`config.mk`:
```
export PLATFORM = sky130hd
export DESIGN_NAME = uart_tx_core_flat
export DESIGN_NICKNAME = d
export VERILOG_FILES = /design/src/rtl/uart_pkg.sv /design/src/rtl/uart_tx_core_if.sv /design/src/rtl/uart_tx_fifo.sv /design/src/rtl/uart_tx_core.sv /design/src/flat_wrapper.sv
export SDC_FILE = /design/constraint.sdc
export NUM_CORES = 1
export LEC_CHECK = 0
export CAP_MARGIN = 20
export CORE_ASPECT_RATIO = 1.25
export CORE_MARGIN = 3
export CORE_UTILIZATION = 48
export CTS_CLUSTER_DIAMETER = 60
export DETAILED_ROUTE_END_ITERATION = 8
export GPL_TIMING_DRIVEN = 0
export PLACE_DENSITY = 0.64
export SLEW_MARGIN = 40
export SYNTH_ARGS = -nofsm -noshare
export SYNTH_HDL_FRONTEND = slang
export SYNTH_HIERARCHICAL = 1
export SYNTH_SLANG_ARGS = --single-unit
```
`constraint.sdc`:
```
create_clock -name clk -period 4.3 [get_ports clk]
set_clock_uncertainty 0.2 [all_clocks]
set_input_delay 0.86 -clock clk [delete_from_list [all_inputs] [get_ports clk]]
set_output_delay 0.86 -clock clk [all_outputs]
set_load 0.02 [all_outputs]
```
`src/rtl/uart_pkg.sv`:
```
// Shared types and helpers for the UART transmit path.
// Optional build macro used by the transmit core: UART_TX_PARITY_EN.
package uart_pkg;

  localparam int unsigned DATA_W = 8;

  typedef enum logic [1:0] {
    B9600   = 2'h0,
    B38400  = 2'h1,
    B115200 = 2'h2
  } baud_t;

  typedef enum logic [2:0] {
    ST_IDLE   = 3'd0,
    ST_START  = 3'd1,
    ST_DATA   = 3'd2,
    ST_PARITY = 3'd3,
    ST_STOP   = 3'd4
  } tx_state_t;

  // Rounded clocks-per-bit for a CTRL.BAUD code; the reserved code falls back to 9600.
  function automatic int unsigned baud_div(input int unsigned clk_freq,
                                           input logic [1:0]  baud_sel);
    int unsigned baud;
    case (baud_sel)
      B38400:  baud = 32'd38400;
      B115200: baud = 32'd115200;
      default: baud = 32'd9600;
    endcase
    return (clk_freq + baud / 32'd2) / baud;
  endfunction

endpackage

```
`src/rtl/uart_tx_core_if.sv`:
```
// Write handshake from the CSR block into the transmit FIFO.
interface uart_tx_core_if;
  import uart_pkg::*;

  logic              wr_valid;
  logic [DATA_W-1:0] wr_data;
  logic              wr_ready;

  modport master (output wr_valid, output wr_data, input wr_ready);
  modport slave  (input wr_valid, input wr_data, output wr_ready);
endinterface

```
`src/rtl/uart_tx_fifo.sv`:
```
// Synchronous FIFO with first-word-fall-through read and registered full/empty flags.
module uart_tx_fifo #(
  parameter int unsigned DEPTH = 8,
  parameter int unsigned WIDTH = 8
) (
  input  logic             clk,
  input  logic             rst,
  input  logic             push,
  input  logic [WIDTH-1:0] push_data,
  input  logic             pop,
  output logic [WIDTH-1:0] pop_data,
  output logic             full,
  output logic             empty
);

  localparam int unsigned AW = $clog2(DEPTH);
  localparam int unsigned CW = AW + 1;

  logic [WIDTH-1:0] mem [DEPTH];
  logic [AW-1:0]    wr_ptr;
  logic [AW-1:0]    rd_ptr;
  logic [CW-1:0]    count_q;
  logic [CW-1:0]    count_d;
  logic             push_ok;
  logic             pop_ok;

  assign push_ok  = push && !full;
  assign pop_ok   = pop && !empty;
  assign pop_data = mem[rd_ptr];

  // Occupancy after this cycle's push/pop; a simultaneous push and pop leaves it unchanged.
  always_comb begin
    count_d = count_q;
    case ({push_ok, pop_ok})
      2'b10:   count_d = count_q + CW'(1);
      2'b01:   count_d = count_q - CW'(1);
      default: count_d = count_q;
    endcase
  end

  // Pointers, occupancy and flags.
  always_ff @(posedge clk) begin
    if (rst) begin
      wr_ptr  <= '0;
      rd_ptr  <= '0;
      count_q <= '0;
      full    <= 1'b0;
      empty   <= 1'b1;
    end else begin
      if (push_ok) wr_ptr <= wr_ptr + AW'(1);
      if (pop_ok)  rd_ptr <= rd_ptr + AW'(1);
      count_q <= count_d;
      full    <= (count_d == CW'(DEPTH));
      empty   <= (count_d == '0);
    end
  end

  // Storage array; no reset needed since empty gates every read.
  always_ff @(posedge clk) begin
    if (push_ok) mem[wr_ptr] <= push_data;
  end

endmodule

```
`src/rtl/uart_tx_core.sv`:
```
// UART transmit engine: FIFO-fed 8N1 serialiser with run control and done interrupt.
// Build macro UART_TX_PARITY_EN inserts an even-parity bit after the data bits.
module uart_tx_core
  import uart_pkg::*;
#(
  parameter int unsigned CLK_FREQ   = 50000000,
  parameter int unsigned FIFO_DEPTH = 8
) (
  input  logic               clk,
  input  logic               rst,
  uart_tx_core_if.slave      wr,
  input  logic [1:0]         baud_sel,
  input  logic               tx_en,
  input  logic               tx_start,
  output logic               txd,
  output logic               busy,
  output logic               fifo_full,
  output logic               tx_irq
);

  localparam int unsigned DIV_9600   = baud_div(CLK_FREQ, 2'h0);
  localparam int unsigned DIV_38400  = baud_div(CLK_FREQ, 2'h1);
  localparam int unsigned DIV_115200 = baud_div(CLK_FREQ, 2'h2);
  // 9600 has the largest divisor, so it sizes the bit counter.
  localparam int unsigned CNT_W      = (DIV_9600 > 1) ? $clog2(DIV_9600) : 1;

  localparam logic [CNT_W-1:0] RELOAD_9600   = CNT_W'(DIV_9600 - 1);
  localparam logic [CNT_W-1:0] RELOAD_38400  = CNT_W'(DIV_38400 - 1);
  localparam logic [CNT_W-1:0] RELOAD_115200 = CNT_W'(DIV_115200 - 1);

  tx_state_t          state_q, state_d;
  logic [CNT_W-1:0]   cnt_q, cnt_d;
  logic [CNT_W-1:0]   div_q, div_d;
  logic [CNT_W-1:0]   reload_sel;
  logic [DATA_W-1:0]  sh_q, sh_d;
  logic [2:0]         bit_q, bit_d;
  logic               run_q, run_d;
  logic               txd_d, busy_d, irq_d;
  logic               load_c;
  logic               bit_end;
  logic               fifo_empty;
  logic [DATA_W-1:0]  fifo_data;
`ifdef UART_TX_PARITY_EN
  logic               par_q, par_d;
`endif

  uart_tx_fifo #(
    .DEPTH (FIFO_DEPTH),
    .WIDTH (DATA_W)
  ) u_fifo (
    .clk       (clk),
    .rst       (rst),
    .push      (wr.wr_valid),
    .push_data (wr.wr_data),
    .pop       (load_c),
    .pop_data  (fifo_data),
    .full      (fifo_full),
    .empty     (fifo_empty)
  );

  assign wr.wr_ready = ~fifo_full;

  // Bit-period reload value for the currently selected baud code.
  always_comb begin
    reload_sel = RELOAD_9600;
    case (baud_sel)
      B38400:  reload_sel = RELOAD_38400;
      B115200: reload_sel = RELOAD_115200;
      default: reload_sel = RELOAD_9600;
    endcase
  end

  // Next-state, datapath and registered-output values.
  always_comb begin
    state_d = state_q;
    cnt_d   = cnt_q;
    div_d   = div_q;
    sh_d    = sh_q;
    bit_d   = bit_q;
    run_d   = run_q;
    txd_d   = txd;
    irq_d   = 1'b0;
    load_c  = 1'b0;
    bit_end = (cnt_q == '0);
`ifdef UART_TX_PARITY_EN
    par_d   = par_q;
`endif

    if (!tx_en)        run_d = 1'b0;
    else if (tx_start) run_d = 1'b1;

    if ((state_q != ST_IDLE) && !bit_end) cnt_d = cnt_q - CNT_W'(1);

    case (state_q)
      ST_IDLE: begin
        txd_d = 1'b1;
        if ((run_q || tx_start) && tx_en && !fifo_empty) load_c = 1'b1;
      end
      ST_START: begin
        if (bit_end) begin
          state_d = ST_DATA;
          txd_d   = sh_q[0];
          sh_d    = {1'b0, sh_q[DATA_W-1:1]};
          bit_d   = '0;
          cnt_d   = div_q;
        end
      end
      ST_DATA: begin
        if (bit_end) begin
          cnt_d = div_q;
          if (bit_q == 3'd7) begin
`ifdef UART_TX_PARITY_EN
            state_d = ST_PARITY;
            txd_d   = par_q;
`else
            state_d = ST_STOP;
            txd_d   = 1'b1;
`endif
          end else begin
            bit_d = bit_q + 3'd1;
            txd_d = sh_q[0];
            sh_d  = {1'b0, sh_q[DATA_W-1:1]};
          end
        end
      end
`ifdef UART_TX_PARITY_EN
      ST_PARITY: begin
        if (bit_end) begin
          state_d = ST_STOP;
          txd_d   = 1'b1;
          cnt_d   = div_q;
        end
      end
`endif
      ST_STOP: begin
        if (bit_end) begin
          irq_d = fifo_empty;
          if (fifo_empty && !tx_start) run_d = 1'b0;
          if (run_q && tx_en && !fifo_empty) begin
            load_c = 1'b1;
          end else begin
            state_d = ST_IDLE;
            txd_d   = 1'b1;
          end
        end
      end
      default: begin
        state_d = ST_IDLE;
        txd_d   = 1'b1;
      end
    endcase

    // Frame start: pop the head byte and latch the baud selection for the whole frame.
    if (load_c) begin
      state_d = ST_START;
      txd_d   = 1'b0;
      sh_d    = fifo_data;
      div_d   = reload_sel;
      cnt_d   = reload_sel;
`ifdef UART_TX_PARITY_EN
      par_d   = ^fifo_data;
`endif
    end

    busy_d = (state_d != ST_IDLE);
  end

  // State register.
  always_ff @(posedge clk) begin
    if (rst) state_q <= ST_IDLE;
    else     state_q <= state_d;
  end

  // Datapath and output registers.
  always_ff @(posedge clk) begin
    if (rst) begin
      cnt_q  <= '0;
      div_q  <= RELOAD_9600;
      sh_q   <= '0;
      bit_q  <= '0;
      run_q  <= 1'b0;
      txd    <= 1'b1;
      busy   <= 1'b0;
      tx_irq <= 1'b0;
`ifdef UART_TX_PARITY_EN
      par_q  <= 1'b0;
`endif
    end else begin
      cnt_q  <= cnt_d;
      div_q  <= div_d;
      sh_q   <= sh_d;
      bit_q  <= bit_d;
      run_q  <= run_d;
      txd    <= txd_d;
      busy   <= busy_d;
      tx_irq <= irq_d;
`ifdef UART_TX_PARITY_EN
      par_q  <= par_d;
`endif
    end
  end

endmodule

```
`src/flat_wrapper.sv`:
```
// flat-port wrapper written by rule: the top's interface ports become plain ports
module uart_tx_core_flat import uart_pkg::*;
#(
  parameter int unsigned CLK_FREQ   = 50000000,
  parameter int unsigned FIFO_DEPTH = 8
)
  (clk, rst, baud_sel, tx_en, tx_start, txd, busy, fifo_full, tx_irq, wr_wr_valid, wr_wr_data, wr_wr_ready);
  uart_tx_core_if wr_i ();
  input  logic clk;
  input  logic rst;
  input  logic [1:0] baud_sel;
  input  logic tx_en;
  input  logic tx_start;
  output logic txd;
  output logic busy;
  output logic fifo_full;
  output logic tx_irq;
  input wire logic [$bits(wr_i.wr_valid)-1:0] wr_wr_valid;
  input wire logic [$bits(wr_i.wr_data)-1:0] wr_wr_data;
  output wire logic [$bits(wr_i.wr_ready)-1:0] wr_wr_ready;
  assign wr_i.wr_valid = wr_wr_valid;
  assign wr_i.wr_data = wr_wr_data;
  assign wr_wr_ready = wr_i.wr_ready;
  uart_tx_core #(.CLK_FREQ(CLK_FREQ), .FIFO_DEPTH(FIFO_DEPTH)) u_core (.clk(clk), .rst(rst), .wr(wr_i), .baud_sel(baud_sel), .tx_en(tx_en), .tx_start(tx_start), .txd(txd), .busy(busy), .fifo_full(fifo_full), .tx_irq(tx_irq));
endmodule
```
==> metrics.txt, run 1 <==
outcome=complete, no violations; most frequent cells in the layout=edfxtp_1 (64), dfxtp_1 (50), nor2_1 (25), nand2_1 (23), a21oi_1 (22); CTS Root Cell=clkbuf_16; drt wl/cell=16.47 µm; Die Wd=96.90 µm; DRC Markers=0; Worst-path clk slew=0.05 ns; clock power share=0.460; layout cells sized above 1=0.1944; crit path time final=3.740 ns; Initial Utilization=0.5028; First-pass DRT Iterations=4; fin nets=443; H-tree depth=4; drt first-iter violations=133; static power due to leakage=2.010 nW; Clk Latency, worst-skew pair=0.41 ns; Netlist cell types=70; Critical Path RT=4.40 ns; postcts setup bufs=0; GPL Wtd Cong=0.8713; share of power burned in registers=0.394; Via density=5.697; global-route wire length before repair=15410 µm; final hold violations=0; DPL Wire Length=6445 µm; Pwr per Cell Area=539.8 nW/µm²; post-route cell area=5963 µm²; setup repair after global routing missed its margin=false; worst vdd ir=0.2711 mV; Crit. End Element=flop; CTS tree=built; Post-DP Area=5336 µm²; I/O pin cnt=20; synthesis-stage register bit count=114; synthesized instance count=380; post_cts resized=0; mapped cell area=4957 µm²; WP data arrival=3.84 ns; Pint=0.002433 W; Ys Warns=6; total CTS buffers=17; CTS Sinks=114; vias in the first global route=3191; largest net degree at the start of global routing=17; Gate power share=0.146; Synth async-reset ratio=0; setup TNS=0 ns; crit path kind=in -> reg; Die ar.=11590 µm²; fmax=0.2674 GHz; Slew Limit Fails=0; Die Height=119.6 µm; Psw=0.0007859 W; Vias=3179; EDFF count, synth=64; Setup crit start kind=input pin; worst rel slew slack=0.4992; crit-path max FO=10; max cap viols=0; area of the core=9859 µm²; I/O Buffers=19; Antenna Cells=0; Routed Antenna Nets=0; hold-fix buffers at CTS=0; min-delay worst type=reg -> reg; most common cell after layout, fill and taps aside=edfxtp_1; Seq/Total Area, Yosys=0.5896; Sw Share=0.2441; gr usage total=0.1703; Final setup violation count=0; Syn Area/Cell=13.05 µm²; total wire length=9191 µm; worst slew pin tran=0.7484 ns; Net Count, Synth=404; total gr overflow=0; CTS max path bufs=2; Synth Flop Type=edfxtp_1; Synth-to-Final Area Change=20.29%; Core Rows=40; Final Cycle Share=0.8697; initial antenna violation count=0
==> area by class of cell <==
class | instances | area (µm²)
Fill cell | 767 | 3896
Sequential cell | 114 | 2923
Multi-Input combinational cell | 238 | 1898
Clock buffer | 22 | 444.2
Timing Repair Buffer | 20 | 195.2
Clock inverter | 10 | 182.7
Tap cell | 126 | 157.7
Buffer | 19 | 116.4
Inverter | 9 | 46.29
==> worst paths after layout <==
kind | from | endpoint | slack [ns] | cells after the start
worst max-delay path | tx_start | u_core/u_fifo/full$_SDFF_PP0_ | 0.56 | 14
worst min-delay path | u_core/bit_q[1]$_SDFFE_PP0P_ | u_core/bit_q[1]$_SDFFE_PP0P_ | 0.26 | 2
worst max register to register | u_core/cnt_q[0]$_SDFF_PP0_ | u_core/u_fifo/full$_SDFF_PP0_ | 0.73 | 16
worst min register to register | u_core/bit_q[1]$_SDFFE_PP0P_ | u_core/bit_q[1]$_SDFFE_PP0P_ | 0.26 | 2
==> critical path, stage by stage <==
cell,delay [ns]
clkdlybuf4s50_1,0.43
o2111ai_1,0.25
o21a_1,0.18
buf_6,0.17
clkinv_8,0.09
buf_12,0.15
nand2b_4,0.09
clkinv_1,0.19
ha_1,0.31
and4b_1,0.28
o21ai_1,0.08
a221oi_2,0.30
xnor2_1,0.20
and4bb_1,0.24
==> cells by family (layout without fill, tap and decap cells) <==
kind of cell	Yosys count	count (layout)	synth area share
DFF	114	114	0.5896
xor gates and xnor gates	13	13	0.02297
and+or+nand+nor	123	123	0.1429
adders and majority gates	9	9	0.02272
buffers and inverters	28	80	0.03281
muxes	25	25	0.09288
AOI/OAI and AO/OA	68	68	0.09617
==> per-layer routing <==
metal	GRT usage	up-vias	share of wire
met5	0	-	0
met4	0.08516	0	0.019
met3	0.05291	16	0.036
met2	0.2880	63	0.52
met1	0.1948	1569	0.42
li1	-	1531	-
==> sequential cells by signal, summed over array words and instances, names as in the netlist, 3 cells and up, named ones only <==
register / flops
u_core/sh_q: 8
u_core/state_q: 3
u_core/cnt_q: 13
u_core/u_fifo/mem: 64
u_core/u_fifo/wr_ptr: 3
u_core/bit_q: 3
u_core/u_fifo/count_q: 4
u_core/u_fifo/rd_ptr: 3
u_core/div_q: 4
==> cells in the mapped netlist, types with 3 or more instances <==
cell type  count  area share
or3_1          6      0.0076
nor4_1         3      0.0038
and2_1         3      0.0038
nor2_1        25       0.019
buf_2          5      0.0050
a21oi_1       22       0.022
nand3_1       12       0.012
mux4_2        16       0.073
mux2_2         8       0.018
a211oi_1       4      0.0061
xor2_1         3      0.0053
xnor2_1       10       0.018
edfxtp_1      64        0.39
a22oi_1        7       0.011
nor3b_1        7       0.011
clkbuf_1       8      0.0061
nor3_1        13       0.013
dfxtp_1       50        0.20
inv_1          6      0.0045
a31oi_1        3      0.0038
o21ai_0        3      0.0030
ha_1           9       0.023
o22ai_1        5      0.0063
nand2_1       23       0.017
nand2b_1       7      0.0088
==> metrics by stage <==
| stage | hold WS [ns] | total power, W | std cells | setup WS, ns | util |
|---|---|---|---|---|---|
| 2_1_floorplan | 0.2356 | 0.001625 | 380 | 0.9298 | - |
| 3_5_place_dp | 0.2575 | 0.001755 | 526 | 0.1823 | 0.5412 |
| 3_3_place_gp | 0.2453 | 0.001741 | 525 | 0.2289 | 0.5381 |
| 5_1_grt | 0.2864 | 0.003358 | 558 | 0.3454 | 0.6048 |
| 6_report | 0.2628 | 0.003219 | 558 | 0.5603 | 0.6048 |
| 4_1_cts | 0.2660 | 0.003246 | 558 | 0.5955 | 0.6048 |
==> power groups by stage <==
stage	sequential (W)	clock [W]	combinational, W
floorplan	0.00128	0	0.000345
detailed placement	0.00129	0	0.000465
global route	0.00128	0.00156	0.000519
finish	0.00127	0.00148	0.000469
CTS	0.00127	0.00151	0.000469
global placement	0.00129	0	0.000455
Power figures use the tool's default switching activity.
==> inputs of run 2 (changes only) <==
--- a/config.mk
+++ b/config.mk
@@ -12,7 +12,7 @@
 export CTS_CLUSTER_DIAMETER = 60
 export DETAILED_ROUTE_END_ITERATION = 8
 export GPL_TIMING_DRIVEN = 0
-export PLACE_DENSITY = 0.64
+export PLACE_DENSITY = 0.62
 export SLEW_MARGIN = 40
 export SYNTH_ARGS = -nofsm -noshare
 export SYNTH_HDL_FRONTEND = slang
==> run 2 against run 1 <==
Net effect: critical endpoint unchanged; worst hold slack better by 0.0015 ns; highest routed layer unchanged; design area is 0.78% lower; core utilization shrank 0.47 points; sequential power about the same; largest power group unchanged; critical path depth unchanged.
==> metrics.txt, run 2 (synthesis gave the netlist of run 1 again) <==
H-tree depth=4; vias in the first global route=3138; Setup crit start kind=input pin; Worst R2R Start=u_core/cnt_q[0]$_SDFF_PP0_; Antenna Cells=0; post_cts resized=0; drt wl/cell=17.24 µm; final hold violations=0; I/O Buffers=19; fmax=0.2689 GHz; CTS tree=built; Clk Latency, worst-skew pair=0.40 ns; crit path kind=in -> reg; largest net degree at the start of global routing=17; Final Cycle Share=0.8648; CTS Root Cell=clkbuf_16; global-route wire length before repair=16100 µm; max cap viols=0; total CTS buffers=17; min-delay worst type=reg -> reg; area of the core=9859 µm²; Core Rows=40; CTS Sinks=114; layout cells sized above 1=0.2125; Crit. End Element=flop; hold-fix buffers at CTS=0; Initial Utilization=0.5028; initial antenna violation count=0; crit-path max FO=10; Via density=5.630; Hold Path Stages=2; setup repair after global routing missed its margin=false; outcome=complete, no violations; gr usage total=0.1797; Final setup violation count=0; worst reg2reg setup slack=0.79 ns; Routed Antenna Nets=0; Pwr per Cell Area=516.9 nW/µm²; Vias=3147; most common cell after layout, fill and taps aside=edfxtp_1; postcts setup bufs=0; Synth-to-Final Area Change=19.36%; Die Height=119.6 µm; drt first-iter violations=151; fin nets=444; crit path capture=u_core/u_fifo/full$_SDFF_PP0_; I/O pin cnt=20; Most flops, register=u_core/u_fifo/mem; static power due to leakage=1.984 nW; setup TNS=0 ns; Die ar.=11590 µm²; Crit. Startpoint=tx_start; crit path time final=3.719 ns; First-pass DRT Iterations=4; hold wc startpoint=u_core/div_q[7]$_SDFFE_PP0P_; Worst-path clk slew=0.05 ns; most frequent cells in the layout=edfxtp_1 (64), dfxtp_1 (50), nand2_1 (23), a21oi_1 (22), nor2_1 (22); Final WS setup=0.5814 ns; worst vdd ir=0.3555 mV; total wire length=9636 µm; Worst R2R End=u_core/u_fifo/full$_SDFF_PP0_; DRC Markers=0; worst slew pin tran=0.7769 ns; Place WS=0.1835 ns; Critical Path RT=4.39 ns; WP data arrival=3.81 ns; Slew Limit Fails=0; max reg flops=64; total gr overflow=0; GPL Wtd Cong=0.8184; worst rel slew slack=0.4793; CTS max path bufs=2; Die Wd=96.90 µm; DPL Wire Length=6558 µm; Regs by FF count=u_core/u_fifo/mem x64, u_core/cnt_q x13, u_core/sh_q x8; R2R depth=16
-- run 2: changes by cell type in the layout (fill, tap and decap cells not counted) --
cell	previous run	this run
nor2_2	1	4
clkinv_2	1	4
clkinvlp_4	2	5
clkbuf_1	13	8
clkinv_1	2	3
buf_2	6	7
nor2_1	25	22
bufinv_16	5	2
inv_6	0	1
-- run 2: critical path, stage by stage --
cell and delay, ns:
clkdlybuf4s50_1 0.42, o2111ai_1 0.25, o21a_1 0.17, buf_6 0.16, clkinv_8 0.09, buf_12 0.15, nand2b_4 0.09, clkinv_1 0.19
ha_1 0.32, and4b_1 0.28, o21ai_1 0.08, a221oi_2 0.29, xnor2_1 0.20, and4bb_1 0.25
-- run 2: worst min-delay path by stage --
stage               slack [ns]                      endpoint
floorplan                 0.24  u_core/bit_q[1]$_SDFFE_PP0P_
global placement          0.24  u_core/bit_q[1]$_SDFFE_PP0P_
detailed placement        0.26  u_core/div_q[7]$_SDFFE_PP0P_
CTS                       0.26  u_core/div_q[7]$_SDFFE_PP0P_
global route              0.29  u_core/div_q[7]$_SDFFE_PP0P_
finish                    0.26  u_core/div_q[7]$_SDFFE_PP0P_
-- run 2: per-layer routing --
layer | track usage | wire length, µm | share of wire
met1 | 0.2158 | 4149 | 0.43
met2 | 0.2984 | 4950 | 0.51
met3 | 0.04826 | 339 | 0.035
met4 | 0.08955 | 196 | 0.020
met5 | 0 | 0 | 0
-- run 2: per-stage QoR --
step,cell area [µm²],hold slack [ns],std cells,utilization,total power [W]
detailed placement,5344,0.2559,527,0.5420,0.001754
CTS,5912,0.2632,559,0.5996,0.003086
global route,5917,0.2867,559,0.6001,0.003201
finish,5917,0.2642,559,0.6001,0.003058
floorplan,4957,0.2356,380,-,0.001625
global placement,5305,0.2444,525,0.5381,0.001746
-- run 2: report_power, final --
part,switching [W],internal (W),total (W)
clock,0.000480,0.000844,0.00132
combinational,0.000269,0.000197,0.000466
sequential,0.0000556,0.00121,0.00127
-- run 2: area by class of cell --
| cell class | count | area, µm² |
|---|---|---|
| timing repair buffer | 21 | 200.2 |
| buffer | 19 | 116.4 |
| inverter | 9 | 46.29 |
| clock buffer | 17 | 425.4 |
| tap | 126 | 157.7 |
| fill | 765 | 3943 |
| clock inverter | 15 | 142.6 |
| multi-input combinational | 238 | 1906 |
| sequential | 114 | 2923 |
